==> config.mk <==
export PLATFORM = sky130hd
export DESIGN_NAME = periph_apb_arbiter
export DESIGN_NICKNAME = d
export VERILOG_FILES = /design/src/rtl/periph_apb_arbiter.sv
export SDC_FILE = /design/constraint.sdc
export NUM_CORES = 1
export LEC_CHECK = 0
export CORE_MARGIN = 2
export CORE_UTILIZATION = 37
export CTS_CLUSTER_DIAMETER = 30
export DETAILED_ROUTE_END_ITERATION = 10
export GPL_ROUTABILITY_DRIVEN = 0
export PLACE_DENSITY = 0.8
export SYNTH_ARGS = -nofsm -noshare
export SYNTH_HDL_FRONTEND = slang
export SYNTH_SLANG_ARGS = --single-unit
export TNS_END_PERCENT = 10
==> constraint.sdc <==
create_clock -name clk_i -period 2.08 [get_ports clk_i]
set_input_delay 0.208 -clock clk_i [delete_from_list [all_inputs] [get_ports clk_i]]
set_output_delay 0.208 -clock clk_i [all_outputs]
set_load 0.05 [all_outputs]
==> src/rtl/periph_apb_arbiter.sv <==
// periph_apb_arbiter
//   Round-robin arbiter plus APB master sequencer. NumReq request/response
//   masters share one APB slave; one transfer is in flight at a time and is
//   walked through SETUP and ACCESS. A hung ACCESS phase is terminated after
//   TimeoutCycles cycles with an error response (TimeoutCycles=0 disables).
// Ports
//   clk_i, rst_i            clock, synchronous active-high reset
//   req_i/we_i              per-requester request and write enable
//   addr_i/wdata_i          per-requester payload, requester k at [k*W +: W]
//   gnt_o                   one-hot combinational grant (IDLE only)
//   rvalid_o/rdata_o/err_o  registered one-cycle response to the owner
//   psel_o..pwdata_o        APB master outputs (registered)
//   prdata_i/pready_i/pslverr_i  APB slave returns, used in ACCESS only
module periph_apb_arbiter #(
  parameter int NumReq        = 2,
  parameter int AddrWidth     = 32,
  parameter int DataWidth     = 32,
  parameter int TimeoutCycles = 64
) (
  input  logic                           clk_i,
  input  logic                           rst_i,
  input  logic [NumReq-1:0]              req_i,
  input  logic [NumReq-1:0]              we_i,
  input  logic [NumReq*AddrWidth-1:0]    addr_i,
  input  logic [NumReq*DataWidth-1:0]    wdata_i,
  output logic [NumReq-1:0]              gnt_o,
  output logic [NumReq-1:0]              rvalid_o,
  output logic [DataWidth-1:0]           rdata_o,
  output logic                           err_o,
  output logic                           psel_o,
  output logic                           penable_o,
  output logic                           pwrite_o,
  output logic [AddrWidth-1:0]           paddr_o,
  output logic [DataWidth-1:0]           pwdata_o,
  input  logic [DataWidth-1:0]           prdata_i,
  input  logic                           pready_i,
  input  logic                           pslverr_i
);

  localparam int PtrW = $clog2(NumReq);
  // Wide enough to hold TimeoutCycles; kept at 1 bit when the guard is off.
  localparam int CntW = (TimeoutCycles > 0) ? $clog2(TimeoutCycles + 1) : 1;
  localparam logic [CntW-1:0] CntLast =
    CntW'((TimeoutCycles > 0) ? TimeoutCycles - 1 : 0);
  localparam logic [DataWidth-1:0] ToData = DataWidth'(32'hDEADBEEF);

  typedef enum logic [1:0] {IDLE, SETUP, ACCESS} state_t;

  state_t                              state;
  logic [PtrW-1:0]                     ptr;
  logic [PtrW-1:0]                     owner;
  logic [CntW-1:0]                     cnt;
  logic [NumReq-1:0][AddrWidth-1:0]    addr_v;
  logic [NumReq-1:0][DataWidth-1:0]    wdata_v;
  logic                                any_req;
  logic [PtrW-1:0]                     win;
  logic [PtrW-1:0]                     ptr_nxt;
  logic                                to_hit;

  // Packed 2-D view matches the flat k*W packing directly.
  assign addr_v  = addr_i;
  assign wdata_v = wdata_i;

  // Round-robin search starting at ptr.
  always_comb begin
    any_req = 1'b0;
    win     = '0;
    for (int i = 0; i < NumReq; i++) begin
      if (!any_req && req_i[(int'(ptr) + i) % NumReq]) begin
        any_req = 1'b1;
        win     = PtrW'((int'(ptr) + i) % NumReq);
      end
    end
  end

  assign ptr_nxt = (win == PtrW'(NumReq - 1)) ? '0 : win + 1'b1;
  assign to_hit  = (TimeoutCycles > 0) && (cnt == CntLast);

  // Grant is combinational; suppressed during reset so nothing is accepted
  // that the FSM would not latch.
  always_comb begin
    gnt_o = '0;
    if (state == IDLE && any_req && !rst_i) gnt_o[win] = 1'b1;
  end

  always_ff @(posedge clk_i) begin
    if (rst_i) begin
      state     <= IDLE;
      ptr       <= '0;
      owner     <= '0;
      cnt       <= '0;
      psel_o    <= 1'b0;
      penable_o <= 1'b0;
      pwrite_o  <= 1'b0;
      paddr_o   <= '0;
      pwdata_o  <= '0;
      rvalid_o  <= '0;
      rdata_o   <= '0;
      err_o     <= 1'b0;
    end else begin
      // Response outputs are single-cycle pulses, zero otherwise.
      rvalid_o <= '0;
      rdata_o  <= '0;
      err_o    <= 1'b0;
      case (state)
        IDLE: begin
          if (any_req) begin
            owner    <= win;
            pwrite_o <= we_i[win];
            paddr_o  <= addr_v[win];
            pwdata_o <= wdata_v[win];
            ptr      <= ptr_nxt;
            cnt      <= '0;
            psel_o   <= 1'b1;
            state    <= SETUP;
          end
        end
        SETUP: begin
          penable_o <= 1'b1;
          state     <= ACCESS;
        end
        ACCESS: begin
          cnt <= cnt + 1'b1;
          // pready takes priority over a coincident timeout.
          if (pready_i) begin
            psel_o    <= 1'b0;
            penable_o <= 1'b0;
            rvalid_o  <= NumReq'(1) << owner;
            rdata_o   <= pwrite_o ? '0 : prdata_i;
            err_o     <= pslverr_i;
            state     <= IDLE;
          end else if (to_hit) begin
            psel_o    <= 1'b0;
            penable_o <= 1'b0;
            rvalid_o  <= NumReq'(1) << owner;
            rdata_o   <= ToData;
            err_o     <= 1'b1;
            state     <= IDLE;
          end
        end
        default: state <= IDLE;
      endcase
    end
  end

endmodule

=== Yosys cells after proc, flatten, opt, wreduce, memory -nomap -nowiden ===
Cells that the tools add are included.

* Bits in registers: 113
* Bits of input ports: 168
* Output and inout port bits: 104

* Add/subtract/negate cells: 3
* Magnitude comparators: 4
* Equality and inequality tests: 5
* Shift operators: 1
* Mux-type cells: 37
* Bitwise logic cells: 2
* Reductions and logical operators: 15

{| class="wikitable"
|+ Operators by type and width
! cell !! count
|-
| two-way mux 32 bit || 7
|-
| two-way mux 1 bit || 18
|-
| one-hot mux 7 bit (2 select lines) || 1
|-
| two-way mux 2 bit || 6
|-
| AND reduction 2 bit || 4
|-
| adder 7 x 1 -> 7 bit, second input constant || 1
|-
| equality test 7 x 6 -> 1 bit, second input constant || 1
|-
| two-way mux 7 bit || 1
|-
| one-hot mux 2 bit (3 select lines) || 1
|-
| logical AND 1 bit || 4
|-
| less-than comparator 1 x 2 -> 1 bit, second input constant || 2
|-
| one-hot mux 1 bit (2 select lines) || 2
|-
| nonzero test 2 bit || 2
|-
| less-than comparator 2 x 3 -> 1 bit, second input constant || 1
|-
| inequality test 3 bit, second input constant || 1
|-
| AND reduction 3 bit || 1
|-
| adder 1 bit, second input constant || 2
|-
| equality test 2 x 1 -> 1 bit, second input constant || 1
|-
| equality test 2 bit, second input constant || 1
|-
| zero test 1 bit || 2
|-
| zero test 2 bit || 1
|-
| inequality test 2 bit, second input constant || 1
|-
| OR reduction 2 bit || 1
|-
| << shifter 1 x 1 -> 2 bit, first input constant || 1
|-
| 4 further kinds || 4
|}

=== Depth between registers and ports, before layout ===
* Depth after elaboration: 12
* Depth in mapped cells: 7
* Depth with buffers taken out: 4

=== Worst setup path before layout ===
No wires, ideal clock.

* Path kind: register to output
* Start: register state[0]
* End: output gnt_o[0]
* Data arrival time: 1823 ps
* Required time: 1872 ps
* Setup slack: 49 ps
* Cell stages (with the launch flop): 6
* Cells stage by stage: dfxtp_1 buf_6 or3_1 clkbuf_1 clkbuf_1 nor2_1

* Longest elaborated chain between the ends: 4

{| class="wikitable"
|+ RTL lines
! item !! RTL line !! RTL
|-
| from (decl) || 49 || <nowiki>state_t state;</nowiki>
|-
| from (signal assigned) || 88 || <nowiki>state <= IDLE;</nowiki>
|-
| from (signal assigned) || 115 || <nowiki>state <= SETUP;</nowiki>
|-
| from (signal assigned) || 120 || <nowiki>state <= ACCESS;</nowiki>
|-
| zero test 2 bit || 83 || <nowiki>if (state == IDLE && any_req && !rst_i) gnt_o[win] = 1'b1;</nowiki>
|-
| logical AND 1 bit (2 in series) || 83 ||
|-
| two-way mux 2 bit || 83 ||
|-
| to (decl) || 26 || <nowiki>output logic [NumReq-1:0] gnt_o,</nowiki>
|}

No other way between the ends.

=== Worst setup path in the final report ===
* Start: register state[0]
* End: output gnt_o[1]

Same word-level chain as after synthesis.

==> Implementation_results.wiki <==
{| class="wikitable"
! Metric !! Value
|-
| Area delta synth->final || 76.4%
|-
| Endpoint type of the worst setup path || output port
|-
| Clock-pin slew reported for the worst setup and hold paths after clock tree synthesis || approximately 0.060 ns
|-
| Post-synthesis cell area || between 4000 and 5000 µm²
|-
| MaxCap Viol Count || 0
|-
| IR Drop Worst-Case VDD || around 0.00049 V
|-
| Detailed-route vias per instance || 5.31
|-
| Post-DRT Antenna Nets || 0
|-
| HPWL after detailed placement || around 11000 µm
|-
| Chip height || about 110 µm
|-
| Ant diodes || 0
|-
| Largest net degree at the start of global routing || between 40 and 50
|-
| Max Fclk || 515 MHz
|-
| Max-slew violation total from the final report || 0
|-
| Multi-input logic area || around 1800 µm²
|-
| Clock latency on the worst-skew pair || just over 0.4 ns
|-
| Share of layout cells above drive strength 1 || 7.84%
|-
| Wire length of the first global-routing pass || roughly 24000 µm
|-
| Total I/O pin count || 272
|-
| Clock Tree Buf Depth || 2
|-
| Via count of the first global-routing pass || between 4000 and 5000
|-
| Share of the cycle needed by the critical path after routing || between 90 and 100%
|-
| Cell area after placement || 7280 µm²
|-
| Number of flip-flops and latches in the synthesized netlist || between 100 and 150
|-
| Leak || between 3 and 4 nW
|-
| Hold Vio Cnt, Final || 0
|-
| Clock root buffer || sky130_fd_sc_hd__clkbuf_16
|-
| CTS tree || done
|-
| Setup slack, reg-to-reg || 0.36 ns
|-
| Initial core utilization || between 30% and 40%
|-
| Hold slack final || between 0.3 and 0.4 ns
|-
| H-tree lvl count || 4
|-
| Detailed-route DRC error count || 0
|-
| Cells along the critical path || nor3b_2 > and3b_1 > buf_6 > buf_12
|-
| Post-cts hold buffer count || 0
|-
| Leading register cell type out of synthesis || sky130_fd_sc_hd__dfxtp_1
|-
| Grt total ovfl || 0
|-
| Worst max-slew margin expressed relative to the limit || between 60% and 70%
|-
| Number of port buffers || 271
|-
| Crit path capture || gnt_o[1]
|-
| Required time at the worst-slack endpoint || ~1.9 ns
|-
| Crit start category || flip-flop
|-
| Net total in the final layout || approximately 910
|-
| Post-synth EDFFs || 0
|-
| Sink count of the clock tree || ~110
|-
| Unrepaired setup endpoints after global routing || no
|-
| Share of the yosys chip area belonging to registers || 50.6%
|-
| Floorplan die area || 13000 µm²
|-
| Cell types with the largest area share after synthesis || sky130_fd_sc_hd__dfxtp_1 (51%), sky130_fd_sc_hd__a221o_1 (9.2%), sky130_fd_sc_hd__nand3_1 (5.6%), sky130_fd_sc_hd__nor3_1 (4.6%), sky130_fd_sc_hd__a21o_1 (4.4%)
|-
| Commonest non-fill, non-tap cell in the layout || sky130_fd_sc_hd__clkdlybuf4s50_1
|-
| Result of the run || finished clean
|-
| Clock skew after layout || ~0.011 ns
|-
| Overall track demand over capacity in global routing || between 20% and 30%
|-
| Post-synth net total || 648
|-
| Post CTS Setup Buffer Count || 0
|-
| Power per unit of standard cell area || 875 nW/µm²
|-
| Critical Path Max Stage Delay || around 0.43 ns
|-
| WP depth || 4
|-
| Depth of the worst register-to-register path || 3
|-
| Mapped Avg Cell Area || roughly 9.3 µm²
|-
| Worst Path Max Fanout || 22
|-
| Critical path type || flip-flop to output port
|-
| Transition time at the pin with the least slew margin || 0.597 ns
|-
| Detailed-route via count || approximately 4800
|-
| Number of resized instances in the post-cts repair step || 0
|-
| Die outline width || ~110 µm
|-
| Drt pass-1 iters || 5
|-
| Fill cell count || 984
|-
| Standard-cell rows || 40
|-
| Launch point of the worst path || state[0]$_SDFFE_PP0P_
|-
| Storage element area || between 2000 and 2500 µm²
|-
| Min-Delay Path Class || primary input to flip-flop
|-
| Worst r2r dst || cnt[5]$_SDFFE_PP0P_
|-
| Start point of the worst min-delay path || prdata_i[25]
|-
| Worst reg2reg path startpoint || state[1]$_SDFFE_PP0P_
|-
| Post-Route Setup TNS || 0 ns
|-
| Number of warnings reported in the yosys synthesis log || 0
|-
| Count of different cell masters after synthesis || between 40 and 50
|-
| Total clock buffers created by CTS || 17
|-
| Gate Count Post-Synth || 479
|-
| Routed wirelength normalized by instance count || around 17 µm
|-
| Final design instance area without fill || approximately 7900 µm²
|-
| Iteration-0 DRC Markers || a little under 300
|-
| Final Critical Period || about 2 ns
|-
| Number of antenna violations at the first check in global routing || 0
|-
| Signal arrival time at the worst endpoint || 1.73 ns
|-
| Critical Path Slowest Stage Cell || sky130_fd_sc_hd__dfxtp_1
|-
| Leading cell types in the layout, fill and taps excluded || sky130_fd_sc_hd__clkdlybuf4s50_1 (269), sky130_fd_sc_hd__dfxtp_1 (113), sky130_fd_sc_hd__nand3_1 (50), sky130_fd_sc_hd__inv_1 (44)
|-
| Cell type with the highest aggregate area in the netlist || sky130_fd_sc_hd__dfxtp_1
|-
| Portion of synthesized cell area occupied by the leading cell type || between 50% and 60%
|-
| Final wirelength || 15700 µm
|-
| Crit path buffers/inverters || 2
|-
| Kind of cell adding the most delay to the critical path || simple AND/OR/NAND/NOR gates
|-
| Share of synthesized flip-flops with an asynchronous set or reset || 0%
|-
| Placeable core region || between 10000 and 15000 µm²
|-
| Endpoints failing setup || 0
|}
==> stage by stage <==
stage	utilization, %	instances	total power, W	setup WS [ns]
4_1_cts	66.2	900	0.00694	0.0586
6_report	66.2	900	0.00690	0.137
3_3_place_gp	61.2	868	0.00404	0.230
5_1_grt	66.2	900	0.00714	0.0309
2_1_floorplan	-	479	0.00334	0.0491
3_5_place_dp	61.2	868	0.00407	0.173
==> area by class of cell <==
cell class	count	share of cell area, %
clock inverters	14	1.98
inverters	44	2.09
repair buffers	289	36.6
flip-flops and latches	113	28.7
clock buffers	18	5.57
multi-input cells	275	22.7
well taps	147	2.33
==> routing by layer <==
metal | vias up | routed length (µm) | global-route usage, %
li1 | 2269 | - | -
met1 | 2272 | 6180 | 28.3
met2 | 211 | 8080 | 41.6
met3 | 29 | 1080 | 7.23
met4 | 0 | 345 | 8.05
met5 | - | 0 | 0
==> logic make-up after synthesis <==
kind of cell             after synthesis  synth area share, %
AO/OA/AOI/OAI                        143                 23.9
adder cells (fa/ha/maj)                1                0.280
buffers and inverters                 91                 9.27
flip-flops                           113                 50.6
AND/OR/NAND/NOR                      131                 15.9
==> Yosys cell counts, types with 2 or more instances <==
library cell               instances
sky130_fd_sc_hd__a211oi_1          2
sky130_fd_sc_hd__a21o_1           26
sky130_fd_sc_hd__a21oi_1           8
sky130_fd_sc_hd__a221o_1          41
sky130_fd_sc_hd__a311oi_1          2
sky130_fd_sc_hd__a31oi_1          25
sky130_fd_sc_hd__and2_1            8
sky130_fd_sc_hd__buf_2             7
sky130_fd_sc_hd__buf_6             8
sky130_fd_sc_hd__clkbuf_1         30
sky130_fd_sc_hd__dfxtp_1         113
sky130_fd_sc_hd__inv_1            44
sky130_fd_sc_hd__nand2_1           7
sky130_fd_sc_hd__nand2b_1          4
sky130_fd_sc_hd__nand3_1          50
sky130_fd_sc_hd__nor2_1            5
sky130_fd_sc_hd__nor3_1           41
sky130_fd_sc_hd__o211ai_1          4
sky130_fd_sc_hd__o21ai_0          27
sky130_fd_sc_hd__or3_1             3
==> sequential cells by signal (all words and copies together) (netlist names) <==
register	flops
err_o	1
rdata_o	32
penable_o	1
rvalid_o	2
pwrite_o	1
owner	1
pwdata_o	32
paddr_o	32
cnt	7
psel_o	1
state	2
ptr	1
==> power breakdown <==
group	internal (W)	total [W]	switching (W)
clock	0.00181	0.00287	0.00106
combinational	0.000688	0.00161	0.000925
sequential	0.00232	0.00242	0.0000991
==> worst min path at each step <==
stage	depth (start not counted)	to	slack, ns
global route	2	rdata_o[29]$_SDFF_PP0_	0.37
global placement	1	cnt[5]$_SDFFE_PP0P_	0.46
detailed placement	1	pwdata_o[30]$_SDFFE_PP0P_	0.47
finish	2	rdata_o[25]$_SDFF_PP0_	0.37
floorplan	1	rdata_o[10]$_SDFF_PP0_	0.32
CTS	2	rdata_o[29]$_SDFF_PP0_	0.36
(Power assumes the default switching activity.)
